<file path="src/rtl/reg_add_seq.sv">
// Register-bank add/sub sequencer (READ -> EXEC -> WRITE); REG_ADD_SEQ_SUB_EN enables subtraction.
// Latency is 3 cycles from acceptance to the end of WRITE; cmd_ready is high only in IDLE, so at most one command every 4 cycles.
module reg_add_seq (
  input  logic        clk,
  input  logic        rst_n,
  input  logic        cmd_valid,
  output logic        cmd_ready,
  input  logic [4:0]  cmd_ra,
  input  logic [4:0]  cmd_rb,
  input  logic [4:0]  cmd_rw,
  input  logic        cmd_sub,
  output logic [4:0]  Ra,
  output logic [4:0]  Rb,
  output logic [4:0]  Rw,
  output logic        WE,
  output logic [63:0] dIN,
  input  logic [63:0] doutA,
  input  logic [63:0] doutB,
  output logic        busy,
  output logic        done,
  output logic        ovf
);

  typedef enum logic [1:0] {IDLE, READ, EXEC, WRITE} state_t;

  state_t      state_q, state_d;
  logic        accept;
  logic        op_sub;
  logic [63:0] op_a_q, op_b_q;
  logic [63:0] result;
  logic        result_ovf;

`ifdef REG_ADD_SEQ_SUB_EN
  logic op_q;

  always_ff @(posedge clk or negedge rst_n) begin
    if (!rst_n) begin
      op_q <= 1'b0;
    end else if (accept) begin
      op_q <= cmd_sub;
    end
  end

  assign op_sub = op_q;
`else
  logic unused_cmd_sub;

  assign unused_cmd_sub = cmd_sub;
  assign op_sub         = 1'b0;
`endif

  always_ff @(posedge clk or negedge rst_n) begin
    if (!rst_n) begin
      state_q <= IDLE;
    end else begin
      state_q <= state_d;
    end
  end

  // cmd_ready is gated by rst_n because the state register already reads IDLE while reset is held.
  always_comb begin
    state_d   = state_q;
    cmd_ready = 1'b0;
    busy      = 1'b0;
    WE        = 1'b0;
    done      = 1'b0;
    accept    = 1'b0;
    case (state_q)
      IDLE: begin
        cmd_ready = rst_n;
        accept    = cmd_valid & rst_n;
        if (accept) state_d = READ;
      end
      READ: begin
        busy    = 1'b1;
        state_d = EXEC;
      end
      EXEC: begin
        busy    = 1'b1;
        state_d = WRITE;
      end
      WRITE: begin
        busy    = 1'b1;
        done    = 1'b1;
        WE      = (Rw != 5'd31);
        state_d = IDLE;
      end
      default: state_d = IDLE;
    endcase
  end

  always_comb begin
    result = op_sub ? (op_a_q - op_b_q) : (op_a_q + op_b_q);
    if (op_sub) begin
      result_ovf = (op_a_q[63] != op_b_q[63]) && (result[63] != op_a_q[63]);
    end else begin
      result_ovf = (op_a_q[63] == op_b_q[63]) && (result[63] != op_a_q[63]);
    end
  end

  always_ff @(posedge clk or negedge rst_n) begin
    if (!rst_n) begin
      Ra     <= 5'd0;
      Rb     <= 5'd0;
      Rw     <= 5'd0;
      op_a_q <= 64'd0;
      op_b_q <= 64'd0;
      dIN    <= 64'd0;
      ovf    <= 1'b0;
    end else begin
      if (accept) begin
        Ra <= cmd_ra;
        Rb <= cmd_rb;
        Rw <= cmd_rw;
      end
      if (state_q == READ) begin
        op_a_q <= doutA;
        op_b_q <= doutB;
      end
      if (state_q == EXEC) begin
        dIN <= result;
        ovf <= result_ovf;
      end
    end
  end

endmodule

</file>
<file path="config.mk">
export PLATFORM = sky130hd
export DESIGN_NAME = reg_add_seq
export DESIGN_NICKNAME = d
export VERILOG_FILES = /design/src/rtl/reg_add_seq.sv
export SDC_FILE = /design/constraint.sdc
export NUM_CORES = 1
export LEC_CHECK = 0
export CORE_AREA = 4 4 157 159
export CTS_BUF_LIST = sky130_fd_sc_hd__clkbuf_16
export DETAILED_ROUTE_END_ITERATION = 8
export DIE_AREA = 0 0 161 163
export GPL_TIMING_DRIVEN = 0
export PLACE_DENSITY_LB_ADDON = 0.08
export SLEW_MARGIN = 10
export SYNTH_ARGS = -nofsm -noshare
export SYNTH_HDL_FRONTEND = slang
export SYNTH_SLANG_ARGS = --single-unit
</file>
<file path="constraint.sdc">
create_clock -name clk -period 5.45 [get_ports clk]
set_input_delay 1.09 -clock clk [delete_from_list [all_inputs] [get_ports clk]]
set_output_delay 1.09 -clock clk [all_outputs]
set_load 0.01 [all_outputs]
</file>
Word-level counts from Yosys, hierarchy flattened
Index checks and enable logic that the tools add are counted.
{"block": "word_totals", "out_inout_bits": 84, "register_bits": 210, "in_bits": 147, "wordCells": 27}
{"block": "classes", "mux": 7, "n_bitwise": 1, "n_reduce_logical": 3, "addsub": 1, "n_eq_ne": 7}
{"operator": "64-bit adder", "count": 1}
{"operator": "2-bit one-hot mux with 4 select lines", "count": 1}
{"operator": "1-bit 2-to-1 mux", "count": 5}
{"operator": "5-bit != test (second input constant)", "count": 1}
{"operator": "2-bit equality test (second input constant)", "count": 2}
{"operator": "3-bit OR reduction", "count": 1}
{"operator": "2-bit by 1-bit equality test with 1-bit output (second input constant)", "count": 1}
{"operator": "2-bit logical NOT", "count": 1}
{"operator": "2-bit 2-to-1 mux", "count": 1}
{"operator": "2-bit != test (second input constant)", "count": 1}
{"operator": "1-bit AND", "count": 1}
{"operator": "1-bit equality test", "count": 1}
{"operator": "1-bit logical AND", "count": 1}
{"operator": "1-bit != test", "count": 1}

Longest topological paths before layout
{"block": "depth", "word_depth": 3, "ltp_mapped": 13, "mapped_depth_nobuf": 13}

Least setup slack after synthesis
No wires, ideal clock.
{"block": "synth_timing", "path_kind": "register to register", "from": "register op_a_q[1]", "to": "register dIN[57]", "path_buffers": 0, "path_stages_with_launch": 13, "arrival_ns": 2.888, "setup_ns": 0.125, "required_time_ns": 5.325, "path_slack_ns": 2.437, "period_less_slack_ns": 3.013, "cell_sequence": "dfrtp_1 > ha_1 > a211o_1 > o211ai_2 > o211ai_2 > or2_2 > a211o_1 > a211oi_2 > a21o_1 > o31a_1 > o21ai_1 > xnor2_1 > mux2_2"}
{"block": "synth_via", "elab_chain_cells": 1}
{"item": "start, declared", "line_no": "29", "text": "logic [63:0] op_a_q, op_b_q;"}
{"item": "start signal, assigned", "line_no": "117", "text": "op_a_q <= doutA;"}
{"item": "64-bit adder", "line_no": "93", "text": "result = op_sub ? (op_a_q - op_b_q) : (op_a_q + op_b_q);"}
{"item": "end signal, assigned", "line_no": "121", "text": "dIN <= result;"}
{"item": "end, declared", "line_no": "16", "text": "output logic [63:0] dIN,"}
Every way passes these cells.
A chain may end at the register's enable or synchronous reset.

Final worst setup path
{"block": "layout_timing", "from": "input rst_n", "to": "output cmd_ready"}
{"block": "layout_via", "elab_chain_cells": 1}
{"item": "start, declared", "line_no": "5", "text": "input logic rst_n,"}
{"item": "1-bit 2-to-1 mux", "line_no": "68", "text": "case (state_q)"}
{"item": "end, declared", "line_no": "7", "text": "output logic cmd_ready,"}
Every way passes these cells.

==> flow_summary.toml <==
[critical_path]
slowest_delay_ns = 0.54
cp.required_ns = 4.36
crit_arrival_ns = 2.63
path_max_fanout = 66
worstSetupPathType = "in -> out"
cp_top_family = "buffers and inverters"
cp-start-kind = "primary input"
critPathBufInv = 3
cp_slowest_cell = "clkdlybuf4s50_1"
path_cells = "buf_8 > buf_16 > and2_1 > clkdlybuf4s50_1"
crit_path_end_kind = "output pin"

[route]
met3_length_um = 1690
num_vias = 8498
first_iter_violations = 370
detail_route.wl_per_cell_um = 18.0
drc = 0
top_layer = "met4"
vias_per_cell = 5.41
ant_nets = 0
wl_met2_um = 12800
totalWireLength_um = 28300
wl_met1_um = 12900
first_pass_iters = 5

[timing]
min_period_over_period_pct = 68.3
maxSlewViolCount = 0
setup_viol = 0
finalHoldViolations = 0
rsz0062_at_grt = "false"
setup_ws_ns = 1.73
fin_skew_ns = 0.0151
fmax_ghz = 0.269
relSlewSlack_pct = 43.6
min_period_ns = 3.72
tightest_slew_ns = 0.846

[power]
powerDensity_nw_per_um2 = 793
p_sw_mw = 4.87
switching_share_pct = 41.1
pwr-share-comb_pct = 62.4
ir_drop_mv = 0.332
clkPwrFrac_pct = 13.0
p_int_mw = 6.97
leakagePower_nw = 6.38
pwr-share-seq_pct = 24.6

[global_routing]
antenna_found_initial = 1
grt_pass1_vias = 8859
grt_max_degree = 85
track_usage_pct = 21.5
grt_pass1_wl_um = 45900
grt.overflow.total = 0

[synthesis]
synth_nets = 1195
synth-seq-cells = 210
yosysWarnings = 0
synth_cell_types = 64
ys_seq_area_share_pct = 46.0
synthCells = 979
netlist_area_sq_um = 11400
ys.flop_type = "dfrtp_1"
async_flop_share_pct = 100
synth-edff-count = 0
avgSynthCellArea_sq_um = 11.7

[final_layout]
fin_nets = 1452
fill_cells = 1902
layout_common_cells = "clkdlybuf4s50_1, dfrtp_1, mux2_2, a21oi_1, ha_1"
final_common_cell = "clkdlybuf4s50_1"
layout-drive-gt1-share_pct = 20.8
final-seq-area_sq_um = 5260
fin_cells = 1572
multi_input_area_sq_um = 5930
syn_to_final_growth_pct = 30.7

[floorplanning]
die_w_um = 161
die-area_sq_um = 26200
ios = 231
core_area_sq_um = 23300
start_util_pct = 49.1
die_y_um = 163
rows = 56

[clocking]
clockBufferDepth = 3
clk-insertion-delay-late_ns = 0.52
holdBufCountCts = 0
root_buffer = "clkbuf_16"
cts.clk_slew.worst_paths_ns = 0.06
cts_made_buffers = 24
post-cts-setup-buffers = 0
cts_resized = 0
cts_htree_levels = 1
cts_tree = "built"
cts_num_sinks = 210

[status]
status = "finished clean"

[placed_design]
post-place-cells = 1529
gp_congestion = 0.859
dp_hpwl_um = 21800
dp_slack_ns = 1.70
numPortBuffers = 229

[job]
cap_violations = 0

[min_path]
hp-class = "reg -> reg"
state kept, by name, summed over array words and instances (netlist names):
register and count:
Ra 5, Rb 5, Rw 5, dIN 64
op_a_q 64, op_b_q 64, ovf 1, state_q 2
layout make-up:
class | instances | area share, %
diodes | 1 | 0.0168
plain buffers | 39 | 1.14
clock buffers | 25 | 4.19
clock inverters | 17 | 0.846
inverters | 19 | 0.478
multi-input cells | 711 | 39.7
flip-flops and latches | 210 | 35.2
well taps | 319 | 2.67
repair buffers | 231 | 15.8
through the flow:
stage	TNS [ns]	area [sq um]	utilization [%]	hold WS, ns	power (mW)
after floorplan	0	11400	-	0.485	8.12
after global placement	-1333.44	14100	60.7	0.465	10.2
after detailed placement	0	14200	60.9	0.473	10.3
after CTS	0	14900	64.2	0.495	11.9
after global routing	0	14900	64.2	0.520	12.8
final	0	14900	64.2	0.494	11.8
worst paths after layout:
check | from | to | slack (ns) | cells past startpoint
min | dIN[28] | dIN[28] | 0.49 | 2
max in group asynchronous | rst_n | Ra[2] | 4.12 | 2
max reg2reg | op_b_q[0] | dIN[58] | 1.79 | 13
max | rst_n | cmd_ready | 1.73 | 4
min in group asynchronous | rst_n | op_a_q[9] | 0.51 | 1
min reg2reg | dIN[28] | dIN[28] | 0.49 | 2
layer usage:
metal  up-vias  track usage [%]
met1      4095             29.7
met4         0             6.82
met5         -                0
met2       240             34.0
li1       4115                -
met3        48             4.71
power by group through the flow:
| stage | combinational (mW) | sequential (mW) | clock, mW |
|---|---|---|---|
| floorplan | 5.20 | 2.92 | 0 |
| global placement | 7.26 | 2.91 | 0 |
| detailed placement | 7.36 | 2.94 | 0 |
| CTS | 7.42 | 2.92 | 1.58 |
| global route | 8.14 | 3.01 | 1.64 |
| finish | 7.39 | 2.91 | 1.54 |
worst min-delay path, delay by kind of cell, from the launching register on:
family | cells | cell delay [ns]
DFF | 1 | 0.35
AOI/OAI and AO/OA | 1 | 0.05
and+or+nand+nor | 1 | 0.06
cell usage after synthesis (all sizes together), types with 8 or more instances:
library cell	number	area, sq um
nor2b	9	56.3
nand3	22	115
xnor2	38	333
clkbuf	26	97.6
nand4	13	81.3
buf	13	72.6
mux2	195	2200
dfrtp	210	5260
a21oi	81	413
a21o	38	285
o21bai	15	124
o21ai	41	209
inv	18	67.6
nand2	43	166
nor2	26	97.6
nor3	8	51.3
a211oi	10	92.6
xor2	20	175
ha	68	851
cell families (layout without fill, tap and decap cells):
family,count (synthesis),count (layout),share of synthesized area [%]
multiplexers,195,195,19.2
adder cells (fa/ha/maj),69,69,7.62
XOR/XNOR,58,58,4.45
AO/OA/AOI/OAI,236,236,13.8
flip-flops,210,210,46.0
buffers and inverters,58,331,2.11
other,0,1,0
AND/OR/NAND/NOR,153,153,6.82
Power figures use the tool's default switching activity.
